### src/rtl/sub_pkg.sv
// Shared definitions for the sequential multi-precision subtractor: the limb
// width, the control FSM state type and the limb-index width helper.
package sub_pkg;

    localparam int LIMB_W = 64;

    typedef enum logic [1:0] {
        ST_IDLE = 2'd0,
        ST_RUN  = 2'd1,
        ST_DONE = 2'd2
    } state_t;

    // Smallest r with 2**r >= n; sizes the limb index for NLIMBS limbs.
    function automatic int clog2(input int n);
        int r;
        r = 0;
        for (int i = 0; i < 31; i++) begin
            if ((1 << i) < n) r = i + 1;
        end
        return r;
    endfunction

endpackage

### src/rtl/sub_limb_64.sv
// One 64-bit limb of the subtractor: d = a - b - bin, with borrow-out.
module sub_limb_64 (
    input  logic [63:0] a,
    input  logic [63:0] b,
    input  logic        bin,
    output logic [63:0] d,
    output logic        bout
);

    // The 65th bit of the widened difference goes to 1 exactly when the
    // true result is negative, which is the borrow-out.
    assign {bout, d} = {1'b0, a} - {1'b0, b} - {64'd0, bin};

endmodule

### src/rtl/sub_mp_seq.sv
// Sequential NLIMBS x 64-bit subtractor: one limb per cycle through a single
// sub_limb_64, operands shifted out from the LSB end, result shifted in at the MSB.
module sub_mp_seq #(
    parameter int NLIMBS = 4,
    parameter int LIMB_W = 64
) (
    input  logic                     clk,
    input  logic                     rst,
    input  logic                     in_valid,
    output logic                     in_ready,
    input  logic [NLIMBS*LIMB_W-1:0] din1,
    input  logic [NLIMBS*LIMB_W-1:0] din2,
    output logic                     out_valid,
    input  logic                     out_ready,
    output logic [NLIMBS*LIMB_W-1:0] dout,
    output logic                     bout,
    output logic                     zero,
    output logic                     busy
);

    import sub_pkg::*;

    localparam int W     = NLIMBS * LIMB_W;
    localparam int IDX_W = clog2(NLIMBS);
    localparam logic [IDX_W-1:0] LAST_IDX = IDX_W'(NLIMBS - 1);

    state_t           state;
    logic [IDX_W-1:0] idx;
    logic             borrow;
    logic [W-1:0]     a_sr;
    logic [W-1:0]     b_sr;
    logic [LIMB_W-1:0] limb_d;
    logic             limb_b;
    logic [W-1:0]     res_next;
    logic             accept;

    sub_limb_64 u_limb (
        .a    (a_sr[LIMB_W-1:0]),
        .b    (b_sr[LIMB_W-1:0]),
        .bin  (borrow),
        .d    (limb_d),
        .bout (limb_b)
    );

    // dout doubles as the result shift register; it only holds a meaningful
    // value in DONE, which is the only time out_valid is raised.
    assign res_next = {limb_d, dout[W-1:LIMB_W]};

    assign in_ready = (state == ST_IDLE) || ((state == ST_DONE) && out_ready);
    assign accept   = in_valid && in_ready;

    // NOTE: operand shift registers carry no reset; they are always reloaded
    // on accept before being read, so resetting them only costs logic.
    always_ff @(posedge clk) begin
        if (accept) begin
            a_sr <= din1;
            b_sr <= din2;
        end else if (state == ST_RUN) begin
            a_sr <= a_sr >> LIMB_W;
            b_sr <= b_sr >> LIMB_W;
        end
    end

    // NOTE: all state here uses non-blocking assignments so every register
    // sees the pre-edge values of the others, whatever the statement order.
    always_ff @(posedge clk) begin
        if (rst) begin
            state     <= ST_IDLE;
            idx       <= '0;
            borrow    <= 1'b0;
            out_valid <= 1'b0;
            bout      <= 1'b0;
            zero      <= 1'b0;
            dout      <= '0;
            busy      <= 1'b0;
        end else begin
            case (state)
                ST_IDLE: begin
                    if (accept) begin
                        idx    <= '0;
                        borrow <= 1'b0;
                        busy   <= 1'b1;
                        state  <= ST_RUN;
                    end
                end

                ST_RUN: begin
                    dout   <= res_next;
                    borrow <= limb_b;
                    idx    <= idx + 1'b1;
                    if (idx == LAST_IDX) begin
                        state     <= ST_DONE;
                        out_valid <= 1'b1;
                        bout      <= limb_b;
                        zero      <= (res_next == '0);
                    end
                end

                ST_DONE: begin
                    if (out_ready) begin
                        out_valid <= 1'b0;
                        if (in_valid) begin
                            // Back-to-back: next pair starts while this result leaves.
                            idx    <= '0;
                            borrow <= 1'b0;
                            state  <= ST_RUN;
                        end else begin
                            busy  <= 1'b0;
                            state <= ST_IDLE;
                        end
                    end
                end

                default: begin
                    state     <= ST_IDLE;
                    out_valid <= 1'b0;
                    busy      <= 1'b0;
                end
            endcase
        end
    end

endmodule

### config.mk
export PLATFORM = sky130hd
export DESIGN_NAME = sub_mp_seq
export DESIGN_NICKNAME = d
export VERILOG_FILES = /design/src/rtl/sub_pkg.sv /design/src/rtl/sub_limb_64.sv /design/src/rtl/sub_mp_seq.sv
export SDC_FILE = /design/constraint.sdc
export NUM_CORES = 2
export LEC_CHECK = 0
export BUFFER_PORTS_ARGS = -buffer_cell sky130_fd_sc_hd__buf_4
export CORE_AREA = 2 2 362 257
export CTS_BUF_LIST = sky130_fd_sc_hd__clkbuf_8
export DETAILED_ROUTE_END_ITERATION = 16
export DIE_AREA = 0 0 364 259
export GPL_TIMING_DRIVEN = 0
export PLACE_DENSITY_LB_ADDON = 0.3
export SYNTH_ARGS = -nofsm -noshare
export SYNTH_HDL_FRONTEND = slang
export SYNTH_HIERARCHICAL = 1
export SYNTH_SLANG_ARGS = --single-unit
### constraint.sdc
create_clock -name clk -period 18.6 [get_ports clk]
set_input_delay 0.93 -clock clk [delete_from_list [all_inputs] [get_ports clk]]
set_output_delay 0.93 -clock clk [all_outputs]
set_load 0.005 [all_outputs]
Yosys cells after proc, flatten, opt, wreduce, memory -nomap -nowiden. Cells that the tools add are included.

Register bits after elaboration: 777. Logic and storage cells: 59.

Reduce and logical (&&, ||, !) cells: 12. $add $sub $neg: 3. Equality and inequality tests: 8. Bitwise logic cells: 2. Mux-type cells: 24.

Operator list (number): 256-bit 2-to-1 mux (4); 256-bit zero test (1); 64-bit by 64-bit subtractor with 65-bit output (1); 65-bit by 1-bit subtractor with 65-bit output (1); 2-bit 2-to-1 mux (6); 2-bit one-hot mux with 3 select lines (2); 1-bit 2-to-1 mux (9); 1-bit one-hot mux with 3 select lines (3); 2-bit != test (second input constant) (4); 4-bit AND reduction (2); 3-bit AND reduction (2); 2-bit == test (second input constant) (2); 3-bit nonzero test (1); 2-bit by 1-bit adder with 2-bit output (second input constant) (1); 2-bit by 1-bit == test with 1-bit output (second input constant) (1); 1-bit logical AND (2); 2-bit zero test (1); 2-bit by 1-bit != test with 1-bit output (second input constant) (1); 1-bit inverter (2); 2-bit AND reduction (1); 2-bit nonzero test (1); 1-bit logical OR (1).

Depth between registers and ports, before layout.
Depth in word-level cells: 6. Mapped depth: 20. Mapped depth without buffers: 20.

Cells and area by module. The synthesis kept the hierarchy.

By module, submodules not included: sub_mp_seq (instances 1, area each 30609.4 um^2, cells an instance 3139); sub_limb_64 (instances 1, area each 5392.7 um^2, cells an instance 798).

Worst setup path after synthesis. Ideal clock, no wire load.

Kind: input to register. Start point: in in_valid. End point: reg idx[0]. Required time: 18.469 ns. Stages on the path: 5. Slack: 5.055 ns. Library setup time: 0.131 ns. Arrival: 13.414 ns. Path through: nor2b_1 -> o21ai_2 -> nand2_1 -> mux2_2 -> nor2_1.

Cells in the longest elaborated chain, start to end: 3.

RTL lines: from (decl) (line sub_mp_seq.sv:9) `input logic in_valid,`; 1-bit logical AND (line sub_mp_seq.sv:50) `assign accept = in_valid && in_ready;`; 2-bit != test (no line); 4-bit AND reduction (no line) *; to (signal assigned) (line sub_mp_seq.sv:90) `idx <= idx + 1'b1;`; to (decl) (line sub_mp_seq.sv:28) `logic [IDX_W-1:0] idx;`.

Mark *: on every way between the ends. The rest lies on a longest branch, timed or not. A chain may end at the register's enable or synchronous reset.

Worst setup path after layout.
Start point: reg b_sr[40]. End point: reg zero.

Cells in the longest elaborated chain, start to end: 3.

RTL lines: from (decl) (line sub_mp_seq.sv:31) `logic [W-1:0] b_sr;`; from (signal assigned) (line sub_mp_seq.sv:57) `b_sr <= din2;`; from (signal assigned) (line sub_mp_seq.sv:60) `b_sr <= b_sr >> LIMB_W;`; 64-bit by 64-bit subtractor with 65-bit output (line sub_limb_64.sv:12) `assign {bout, d} = {1'b0, a} - {1'b0, b} - {64'd0, bin};`; 65-bit by 1-bit subtractor with 65-bit output (line sub_limb_64.sv:12); via limb_d[60] (line sub_mp_seq.sv:32) `logic [LIMB_W-1:0] limb_d;`; 256-bit zero test (line sub_mp_seq.sv:95) `zero <= (res_next == '0);`; to (signal assigned) (line sub_mp_seq.sv:95); to (decl) (line sub_mp_seq.sv:17) `output logic zero,`.

The timed path passes the listed nets, and every way through them passes these cells.

==> results.sh <==
export IMPL_fin_crit_sh=0.327
export IMPL_post_route_drc_count=0
export IMPL_clkPwrFrac=0.275
export IMPL_period_minus_slack_ps=6070
export IMPL_swShare=0.363
export IMPL_crit_arrival_ps=6840
export IMPL_hp_class="input pin to flop"
export IMPL_cpPeakStageDelay_ps=1190
export IMPL_slew_viol_final=0
export IMPL_reg2reg_depth=18
export IMPL_drtIter0Drc=3072
export IMPL_synth_async_reset_ratio=0
export IMPL_final_cell_area_um2=46100
export IMPL_final_layout_size_suffix_gt1_frac=0.226
export IMPL_fin_skew_ps=33.7
export IMPL_start_util=0.396
export IMPL_avgViaCountPerCell=5.01
export IMPL_synth_warnings=6
export IMPL_grt_pass1_wl_um=190000
export IMPL_p_leak_nw=20.7
export IMPL_seq_area_frac_synth=0.574
export IMPL_path_delay_family="simple AND/OR/NAND/NOR gates"
export IMPL_wl_per_cell_um=21.5
export IMPL_nets=5497
export IMPL_dr_pass1_iters=5
export IMPL_hold_buffers=0
export IMPL_fillers=8548
export IMPL_postCtsSetupBuffers=0
export IMPL_synth_fa_ha_area_frac=0.0452
export IMPL_maxCapViolCount=0
export IMPL_io_pins=777
export IMPL_tritoncts="built"
export IMPL_p_int_mw=3.46
export IMPL_clk_insertion_delay_late_ps=850
export IMPL_cts_root_buffer="clkbuf_8"
export IMPL_areaGrowthSynthToFinish_pct=28.0
export IMPL_htree_levels=4
export IMPL_grt_pass1_vias=29500
export IMPL_critPathRequiredTime_ps=19370
export IMPL_synth_edf_count=512
export IMPL_vias=31000
export IMPL_drt_total_wl_um=133000
export IMPL_clkSinkCount=777
export IMPL_crit_path_end_kind="flop"
export IMPL_synth_simple_area_share=0.236
export IMPL_die_width_um=364
export IMPL_port_buffers=775
export IMPL_yosys_area_share_xor_xnor=0.0156
export IMPL_critical_path_depth=18
export IMPL_startpoint="b_sr[40]"
export IMPL_synth_compound_area_frac=0.0811
export IMPL_syn_area_um2=36000
export IMPL_cpMaxStageDelayCell="nor4b_1"
export IMPL_grt_ovfl_total=0
export IMPL_slew_headroom=0.0246
export IMPL_synth_nets=4582
export IMPL_rows=93
export IMPL_grt_max_degree=72
export IMPL_pwr_share_comb=0.309
export IMPL_critPathMaxFanout=10
export IMPL_synth_top_cell_by_area="edfxtp_1"
export IMPL_timing_rr_end="zero"
export IMPL_numCtsBuffers=130
export IMPL_timing_critical_path_cells="ha_1, inv_1, ha_1, clkbuf_1, nand2_1, nor2_1, nand3_1, nor2_1, nor4b_1, a2111oi_2, nor2_1, a21oi_1, xnor2_1, nor4_1, nand4_1, nor4_1, nand4_1, o21ai_1"
export IMPL_path_common_cell="nor2_1"
export IMPL_worstSetupStartpointType="flop"
export IMPL_p_per_area_nw_per_um2=118
export IMPL_cts_max_path_buffers=3
export IMPL_yosys_top_cells_area="edfxtp_1 (43%), nand2_1 (18%), dfxtp_1 (15%)"
export IMPL_yosys_register_bits=777
export IMPL_timing_fmax_ghz=0.165
export IMPL_netlist_instances=3937
export IMPL_path_clk_slew_ps=80
export IMPL_setup_violations=0
export IMPL_status="completed"
export IMPL_gp_congestion=0.938
export IMPL_coreArea_um2=90900
export IMPL_synthMuxAreaShare=0.000313
export IMPL_path_class="flop to flop"
export IMPL_reg2reg_slack_ps=12530
export IMPL_tightest_slew_ps=1440
export IMPL_rsz0062_at_grt="no"
export IMPL_grtUsageTotal=0.278
export IMPL_post_cts_resized=0
export IMPL_path_buf_inv=2
export IMPL_yosysTopAreaCellShare=0.427
export IMPL_die_area_um2=94300
export IMPL_dpl_worst_slack_ps=12590
export IMPL_r2r_start="b_sr[40]"
export IMPL_hold_depth=3
export IMPL_hold_viol=0
export IMPL_power_switching_mw=1.98
export IMPL_vdd_drop_max_mv=0.0850
export IMPL_synth_flop_cell="edfxtp_1"
export IMPL_layout_setup_ws_ps=12530
export IMPL_p_seq_frac=0.416
export IMPL_die_h_um=259
export IMPL_antenna_found_initial=20
export IMPL_dpl_cell_area_um2=43600
export IMPL_avgSynthCellArea_um2=9.14
export IMPL_critical_path_endpoint="zero"
export IMPL_synth_top_family_by_area="simple AND/OR/NAND/NOR gates"
export IMPL_antenna_left=0
export IMPL_place_hpwl_um=104000
export IMPL_yosysUniqueCellTypes=72
## how the worst min path moves through the flow
stage / from / endpoint / slack [ps]
after floorplan: borrow / borrow / 450
after global placement: dout[31] / dout[31] / 440
after detailed placement: dout[37] / dout[37] / 450
after CTS: din1[71] / a_sr[71] / 270
after global routing: din1[71] / a_sr[71] / 300
final: din1[71] / a_sr[71] / 340
## final cells by class
| class | instances | area, um^2 | share of cell area |
|---|---|---|---|
| repair buffers | 783 | 6020 | 0.131 |
| well taps | 1235 | 1550 | 0.0335 |
| inverters | 202 | 758 | 0.0165 |
| clock buffers | 139 | 1910 | 0.0415 |
| diodes | 11 | 27.5 | 0.000598 |
| clock inverters | 88 | 549 | 0.0119 |
| plain buffers | 213 | 962 | 0.0209 |
| multi-input cells | 2745 | 13600 | 0.295 |
| flip-flops and latches | 777 | 20700 | 0.449 |
## stage by stage
step | total power [mW] | util | TNS [ps] | hold WS, ps | std cells
final | 5.44 | 0.507 | 0 | 338 | 6193
after floorplan | 3.29 | - | 0 | 448 | 3937
after global placement | 4.03 | 0.477 | -442130 | 444 | 5947
after CTS | 5.44 | 0.507 | 0 | 266 | 6182
after global routing | 5.72 | 0.507 | 0 | 297 | 6189
after detailed placement | 3.96 | 0.480 | 0 | 448 | 5955
## flip-flops by register name, summed over array words and instances, names as in the netlist
| signal | count |
|---|---|
| idx | 2 |
| state | 2 |
| dout | 256 |
| busy | 1 |
| a_sr | 256 |
| out_valid | 1 |
| bout | 1 |
| b_sr | 256 |
| borrow | 1 |
| zero | 1 |
## power groups by stage
stage | Combinational (mW) | Sequential [mW] | Clock [mW]
finish | 1.68 | 2.27 | 1.49
global route | 1.84 | 2.28 | 1.59
CTS | 1.67 | 2.26 | 1.52
detailed placement | 1.66 | 2.30 | 0
global placement | 1.63 | 2.40 | 0
floorplan | 0.990 | 2.30 | 0
## synthesized netlist by cell type (32+ instances only)
library cell  count
xor2_1           32
a21oi_1         337
buf_2           119
ha_1            127
nand4_1          34
and2_1          130
edfxtp_1        512
clkbuf_1         86
nor2_1           45
xnor2_1          32
dfxtp_1         265
inv_1           201
nand2_1        1731
nor4_1           65
## worst min-delay path, cell delays in order
cell and delay, ps:
buf_4 80, nand2_1 40, nand2_1 40
## cell usage in the layout, fill, tap and decap left out, drive strengths merged, types with 35 or more instances in the layout
master,synthesis,final
a21oi,339,339
and2,130,130
buf,125,908
clkbuf,88,227
dfxtp,265,265
edfxtp,512,512
ha,127,127
inv,202,252
nand2,1731,1731
nand4,35,35
nor2,46,46
nor4,65,65
o21ai,36,36
## logic make-up after synthesis
kind of cell | after synthesis
AOI/OAI and AO/OA | 487
muxes | 1
adders and majority gates | 129
and+or+nand+nor | 2064
buffers and inverters | 415
xor gates and xnor gates | 64
DFF | 777
## layer usage
layer  GRT usage  up-vias  wire [um]
li1            -    14900          -
met1       0.368    14600      56100
met2       0.434     1323      61000
met3      0.0848      207      12800
met4      0.0900       10       3450
met5           0        -         65
(Power assumes the default switching activity.)
